--- config.mk ---
export PLATFORM = sky130hd
export DESIGN_NAME = i2c_config_sequencer
export DESIGN_NICKNAME = d
export VERILOG_FILES = /design/src/rtl/i2c_config_sequencer.sv
export SDC_FILE = /design/constraint.sdc
export NUM_CORES = 1
export LEC_CHECK = 0
export CORE_UTILIZATION = 25
export DETAILED_ROUTE_END_ITERATION = 7
export GPL_ROUTABILITY_DRIVEN = 0
export HOLD_SLACK_MARGIN = 0.15
export PLACE_DENSITY = 0.46
export SLEW_MARGIN = 20
export SYNTH_ARGS = -nofsm -noshare
export SYNTH_HDL_FRONTEND = slang
export SYNTH_SLANG_ARGS = --single-unit
export TNS_END_PERCENT = 50
--- constraint.sdc ---
create_clock -name i_clk -period 2.5 [get_ports i_clk]
set_clock_uncertainty 0.05 [all_clocks]
set_input_delay 0.5 -clock i_clk [delete_from_list [all_inputs] [get_ports i_clk]]
set_output_delay 0.5 -clock i_clk [all_outputs]
set_load 0.005 [all_outputs]
--- src/rtl/i2c_config_sequencer.sv ---
// I2C master write sequencer: streams a constant table of register writes.
// Optional I2C_RETRY_EN re-sends a NACKed register up to MAX_RETRY times.
module i2c_config_sequencer #(
    parameter int NUM_REGS       = 10,
    parameter int BYTES_PER_XFER = 3,
    parameter int CLK_DIV        = 4,
    parameter int MAX_RETRY      = 3,
    parameter logic [NUM_REGS*BYTES_PER_XFER*8-1:0] CONFIG = 240'h0
) (
    input  logic       i_clk,
    input  logic       i_rst,
    input  logic       i_start,
    input  logic       i_sdat,
    output logic       o_sclk,
    output logic       o_sdat,
    output logic       o_oen,
    output logic       o_busy,
    output logic       o_finished,
    output logic       o_error,
    output logic [7:0] o_nack_count,
    output logic [2:0] o_state
);

    localparam int TOTAL = NUM_REGS * BYTES_PER_XFER * 8;
    localparam int IW    = $clog2(TOTAL);
    localparam int RW    = NUM_REGS > 1 ? $clog2(NUM_REGS) : 1;
    localparam int BW    = BYTES_PER_XFER > 1 ? $clog2(BYTES_PER_XFER) : 1;
    localparam int DW    = CLK_DIV > 1 ? $clog2(CLK_DIV) : 1;

    typedef enum logic [2:0] {
        IDLE  = 3'd0,
        START = 3'd1,
        DATA  = 3'd2,
        ACK   = 3'd3,
        STOP  = 3'd4,
        GAP   = 3'd5,
        ABORT = 3'd6
    } state_t;

    state_t         state;
    state_t         state_n;
    logic [DW-1:0]  div;
    logic [1:0]     q;
    logic [1:0]     q_last;
    logic [2:0]     bit_idx;
    logic [BW-1:0]  byte_idx;
    logic [RW-1:0]  reg_idx;
    logic           nack;
    logic [7:0]     nack_count;
    logic           finished;
    logic           error;
    logic           tick;
    logic           last_q;
    logic           last_byte;
    logic           last_reg;
    logic           accept;
    logic           retry_ok;
    logic           retry_fail;
    int             flat;
    logic [IW-1:0]  bit_pos;
    logic           data_bit;

    assign tick      = (state != IDLE) && (div == DW'(CLK_DIV - 1));
    assign last_q    = tick && (q == q_last);
    assign last_byte = byte_idx == BW'(BYTES_PER_XFER - 1);
    assign last_reg  = reg_idx == RW'(NUM_REGS - 1);
    // A start coinciding with the finished pulse waits one cycle
    assign accept    = (state == IDLE) && i_start && !finished;

    always_comb begin
        flat = (int'(reg_idx) * BYTES_PER_XFER + int'(byte_idx)) * 8
             + int'(bit_idx);
        bit_pos = IW'(TOTAL - 1 - flat);
    end

    assign data_bit = CONFIG[bit_pos];

    always_comb begin
        unique case (state)
            START, GAP:  q_last = 2'd1;
            STOP, ABORT: q_last = 2'd2;
            DATA, ACK:   q_last = 2'd3;
            default:     q_last = 2'd0;
        endcase
    end

`ifdef I2C_RETRY_EN
    logic [3:0] retry_cnt;
    logic       failed;

    always_ff @(posedge i_clk or posedge i_rst) begin
        if (i_rst) begin
            retry_cnt <= '0;
            failed    <= 1'b0;
        end else if (accept) begin
            retry_cnt <= '0;
            failed    <= 1'b0;
        end else if (state == ACK && last_q && nack && retry_ok) begin
            retry_cnt <= retry_cnt + 4'd1;
            failed    <= 1'b1;
        end else if (state == STOP && last_q) begin
            failed <= 1'b0;
            if (!failed)
                retry_cnt <= '0;
        end
    end

    assign retry_ok   = retry_cnt < 4'(MAX_RETRY);
    assign retry_fail = failed;
`else
    // MAX_RETRY has no effect without retries
    assign retry_ok   = (MAX_RETRY < 0);
    assign retry_fail = 1'b0;
`endif

    always_ff @(posedge i_clk or posedge i_rst) begin
        if (i_rst)
            state <= IDLE;
        else
            state <= state_n;
    end

    always_comb begin
        state_n = state;
        o_sclk  = 1'b1;
        o_sdat  = 1'b1;
        o_oen   = 1'b1;
        unique case (state)
            IDLE: begin
                if (accept)
                    state_n = START;
            end
            START: begin
                o_sdat = (q == 2'd0);
                if (last_q)
                    state_n = DATA;
            end
            DATA: begin
                o_sclk = q[1];
                o_sdat = data_bit;
                if (last_q && bit_idx == 3'd7)
                    state_n = ACK;
            end
            ACK: begin
                o_sclk = q[1];
                o_oen  = 1'b0;
                if (last_q) begin
                    if (nack)
                        state_n = retry_ok ? STOP : ABORT;
                    else
                        state_n = last_byte ? STOP : DATA;
                end
            end
            STOP, ABORT: begin
                o_sclk = (q != 2'd0);
                o_sdat = (q == 2'd2);
                if (last_q) begin
                    if (state == ABORT)
                        state_n = IDLE;
                    else if (retry_fail || !last_reg)
                        state_n = GAP;
                    else
                        state_n = IDLE;
                end
            end
            GAP: begin
                if (last_q)
                    state_n = START;
            end
            default: state_n = IDLE;
        endcase
    end

    always_ff @(posedge i_clk or posedge i_rst) begin
        if (i_rst) begin
            div        <= '0;
            q          <= '0;
            bit_idx    <= '0;
            byte_idx   <= '0;
            reg_idx    <= '0;
            nack       <= 1'b0;
            nack_count <= '0;
            finished   <= 1'b0;
            error      <= 1'b0;
        end else begin
            finished <= 1'b0;
            if (state == IDLE) begin
                div <= '0;
                q   <= '0;
                if (accept) begin
                    bit_idx  <= '0;
                    byte_idx <= '0;
                    reg_idx  <= '0;
                    error    <= 1'b0;
                end
            end else begin
                div <= tick ? '0 : div + 1'b1;
                if (tick)
                    q <= last_q ? 2'd0 : q + 2'd1;
            end
            if (state == DATA && last_q)
                bit_idx <= bit_idx + 3'd1;
            if (state == ACK && tick && q == 2'd2) begin
                nack <= i_sdat;
                if (i_sdat && nack_count != 8'hFF)
                    nack_count <= nack_count + 8'd1;
            end
            if (state == ACK && last_q)
                byte_idx <= (nack || last_byte) ? '0 : byte_idx + 1'b1;
            if (state == STOP && last_q && !retry_fail) begin
                if (last_reg)
                    finished <= 1'b1;
                else
                    reg_idx <= reg_idx + 1'b1;
            end
            if (state == ABORT && last_q)
                error <= 1'b1;
        end
    end

    assign o_busy       = state != IDLE;
    assign o_finished   = finished;
    assign o_error      = error;
    assign o_nack_count = nack_count;
    assign o_state      = state;

endmodule
==> results_dict.tcl <==
set metrics [dict create \
    antenna_found_initial 0 \
    drcViolationCount 0 \
    cp-start-kind "flop" \
    netlist_area_um2 1640 \
    path_cells "buf_4 -> nor2_1 -> a32oi_1 -> clkdlybuf4s50_1" \
    fmax_ghz 0.430 \
    tightestPinTransition_ps 413 \
    cts_max_path_buffers 2 \
    seqCellArea_um2 676 \
    cts_tree "yes" \
    synthCells 167 \
    cts_made_buffers 3 \
    dieArea_um2 6900 \
    syn_avg_cell_area_um2 9.84 \
    rsz0062_at_grt "no" \
    wl_um 3700 \
    yosys-top-cells-area "dfrtp_1, ha_1, o21ai_0, mux2_2, xnor2_1" \
    r2r-start "o_state[2]" \
    synth_cell_types 43 \
    first_iter_violations 41 \
    path_buf_inv 2 \
    synth_xor_area_share_pct 3.73 \
    core_area_um2 6350 \
    synth_simple_gate_area_share_pct 21.3 \
    min_period_ps 2330 \
    clock_sinks 27 \
    rows 29 \
    critical_path.slowest_cell "dfrtp_1" \
    slew_violations 0 \
    clk_pin_slew_ps 100 \
    grt_overflow_total 0 \
    htreeDepth 1 \
    timing.hold.ws_ps 400 \
    power.density_nw_per_um2 346 \
    dieHeight_um 83.1 \
    synth.most_common_cell "dfrtp_1" \
    num_vias 1308 \
    area_growth_pct 24.1 \
    hp-start "div[0]" \
    cp_data_arrival_time_ps 1780 \
    synthFlopType "dfrtp_1" \
    die_w_um 83.1 \
    fin_cells 272 \
    grt_pass1_vias 1257 \
    initial_core_util_pct 25.9 \
    synth-edff-count 0 \
    status "finished clean" \
    synth_top_family_by_area "simple AND/OR/NAND/NOR gates" \
    ff2ff_setup_slack_ps 520 \
    syn_nets 180 \
    synth_top_area_cell "dfrtp_1" \
    clk_latency_ps 270 \
    drive_above_1_share_pct 13.8 \
    synthMuxAreaShare_pct 4.64 \
    power.leakage_nw 0.896 \
    clock-root-buffer "clkbuf_8" \
    postRouteAntennaNets 0 \
    vdd_drop_max_v 0.000197 \
    pin_count 21 \
    drv_cap 0 \
    synth_top_area_share_pct 41.1 \
    min_period_over_period_pct 93.1 \
    hold_viol_final 0 \
    multi_input_area_um2 893 \
    cp-end-kind "output port" \
    dr.pass1.iters 4 \
    dp_hpwl_um 2720 \
    synth_commonest_cells "dfrtp_1, o21ai_0, inv_1, nand3_1, nor2_1" \
    setup_tns_ps 0 \
    antenna_cells 0 \
    grt_pass1_wl_um 6180 \
    hp-class "reg -> reg" \
    critPathMaxStageDelay_ps 560 \
    routedWlPerCell_um 13.6 \
    synth-seq-area-share_pct 41.1 \
    numPortBuffers 20 \
    ys_ff_latch 27 \
    track_usage_pct 11.1 \
    synth_warnings 0 \
    nFillCells 673 \
    async_flop_share_pct 100 \
    cp_top_family "buffers and inverters" \
    yosys.area_share.adder_pct 6.85 \
    fin_nets 209 \
    ctsHoldBuffers 0 \
    required_ps 1950 \
    max_slew_margin_pct 72.2 \
    vias_per_cell 4.81 \
    path_class "reg -> out" \
    setup_viol 0 \
    synth_compound_area_share_pct 17.8 \
    worstSetupStartpoint "o_state[2]" \
    grt_start_max_net_pins 28 \
    place_inst 268 \
    cp_max_fo 10 \
]
## cell families after synthesis
logic type | Yosys count
simple gates | 58
compound gates | 41
flops | 27
buf+inv | 18
fa+ha+maj | 9
xor+xnor | 7
mux | 7
## area by class of cell
cell class | count | area share (%)
multi-input combinational | 122 | 43.8
inverter | 10 | 1.84
sequential | 27 | 33.1
tap | 77 | 4.72
timing repair buffer | 32 | 14.3
clock buffer | 4 | 2.21
## power breakdown
part	internal [mW]	switching (mW)
sequential	0.436	0
combinational	0.00586	0.0116
clock	0.114	0.138
## metal layers
| metal | wire, um | vias to the layer above | GRT usage, % |
|---|---|---|---|
| met1 | 1870 | 624 | 15.2 |
| met3 | 104 | 2 | 2.58 |
| met4 | 24 | 0 | 2.35 |
| met2 | 1700 | 18 | 17.8 |
| li1 | - | 664 | - |
| met5 | 0 | - | 0 |
## cells in the final DEF (no fill, tap or decap), drive strengths merged, types with 6 or more instances in the layout
cell type | synthesis | layout
ha | 9 | 9
inv | 10 | 10
clkdlybuf4s50 | 0 | 19
buf | 4 | 12
dfrtp | 27 | 27
nor2 | 10 | 10
nand2 | 9 | 9
xnor2 | 6 | 6
o21ai | 17 | 17
nand3 | 10 | 10
## registers in the layout (all words and copies together), names as in the netlist
signal        count
bit_idx           3
byte_idx          2
div               2
nack              1
o_error           1
o_finished        1
o_nack_count      8
o_state           3
q                 2
reg_idx           4
## final timing paths
check | depth (start not counted) | end
worst min-delay path | 1 | div[0]
max in group asynchronous | 3 | o_nack_count[2]
min in group asynchronous | 3 | byte_idx[0]
worst max-delay path | 4 | o_sclk
worst max register to register | 6 | reg_idx[3]
worst min register to register | 1 | div[0]
## stage by stage
step | util [%] | instance area [um^2] | power, mW | worst slack, ps
floorplan | - | 1640 | 0.453 | 718
global placement | 31.4 | 1990 | 0.464 | 342
detailed placement | 31.4 | 1990 | 0.464 | 309
CTS | 32.1 | 2040 | 0.722 | 3.55
global route | 32.1 | 2040 | 0.740 | 21.1
finish | 32.1 | 2040 | 0.706 | 172
## repair_timing
| item | 4_1_cts | 5_1_grt |
|---|---|---|
| endpoints found under the setup margin | 1 | 1 |
| setup buffers | 0 | 0 |
| cloned | 0 | 0 |
| resized for setup | 1 | 1 |
| pin swaps | 0 | 0 |
## worst register-to-register path: cells and delay by family, from the launching register on
| kind | cells | cell delay, ps |
|---|---|---|
| simple gates | 3 | 690 |
| compound gates | 2 | 410 |
| flops | 1 | 560 |
| buf+inv | 1 | 200 |
(Power assumes the default switching activity.)
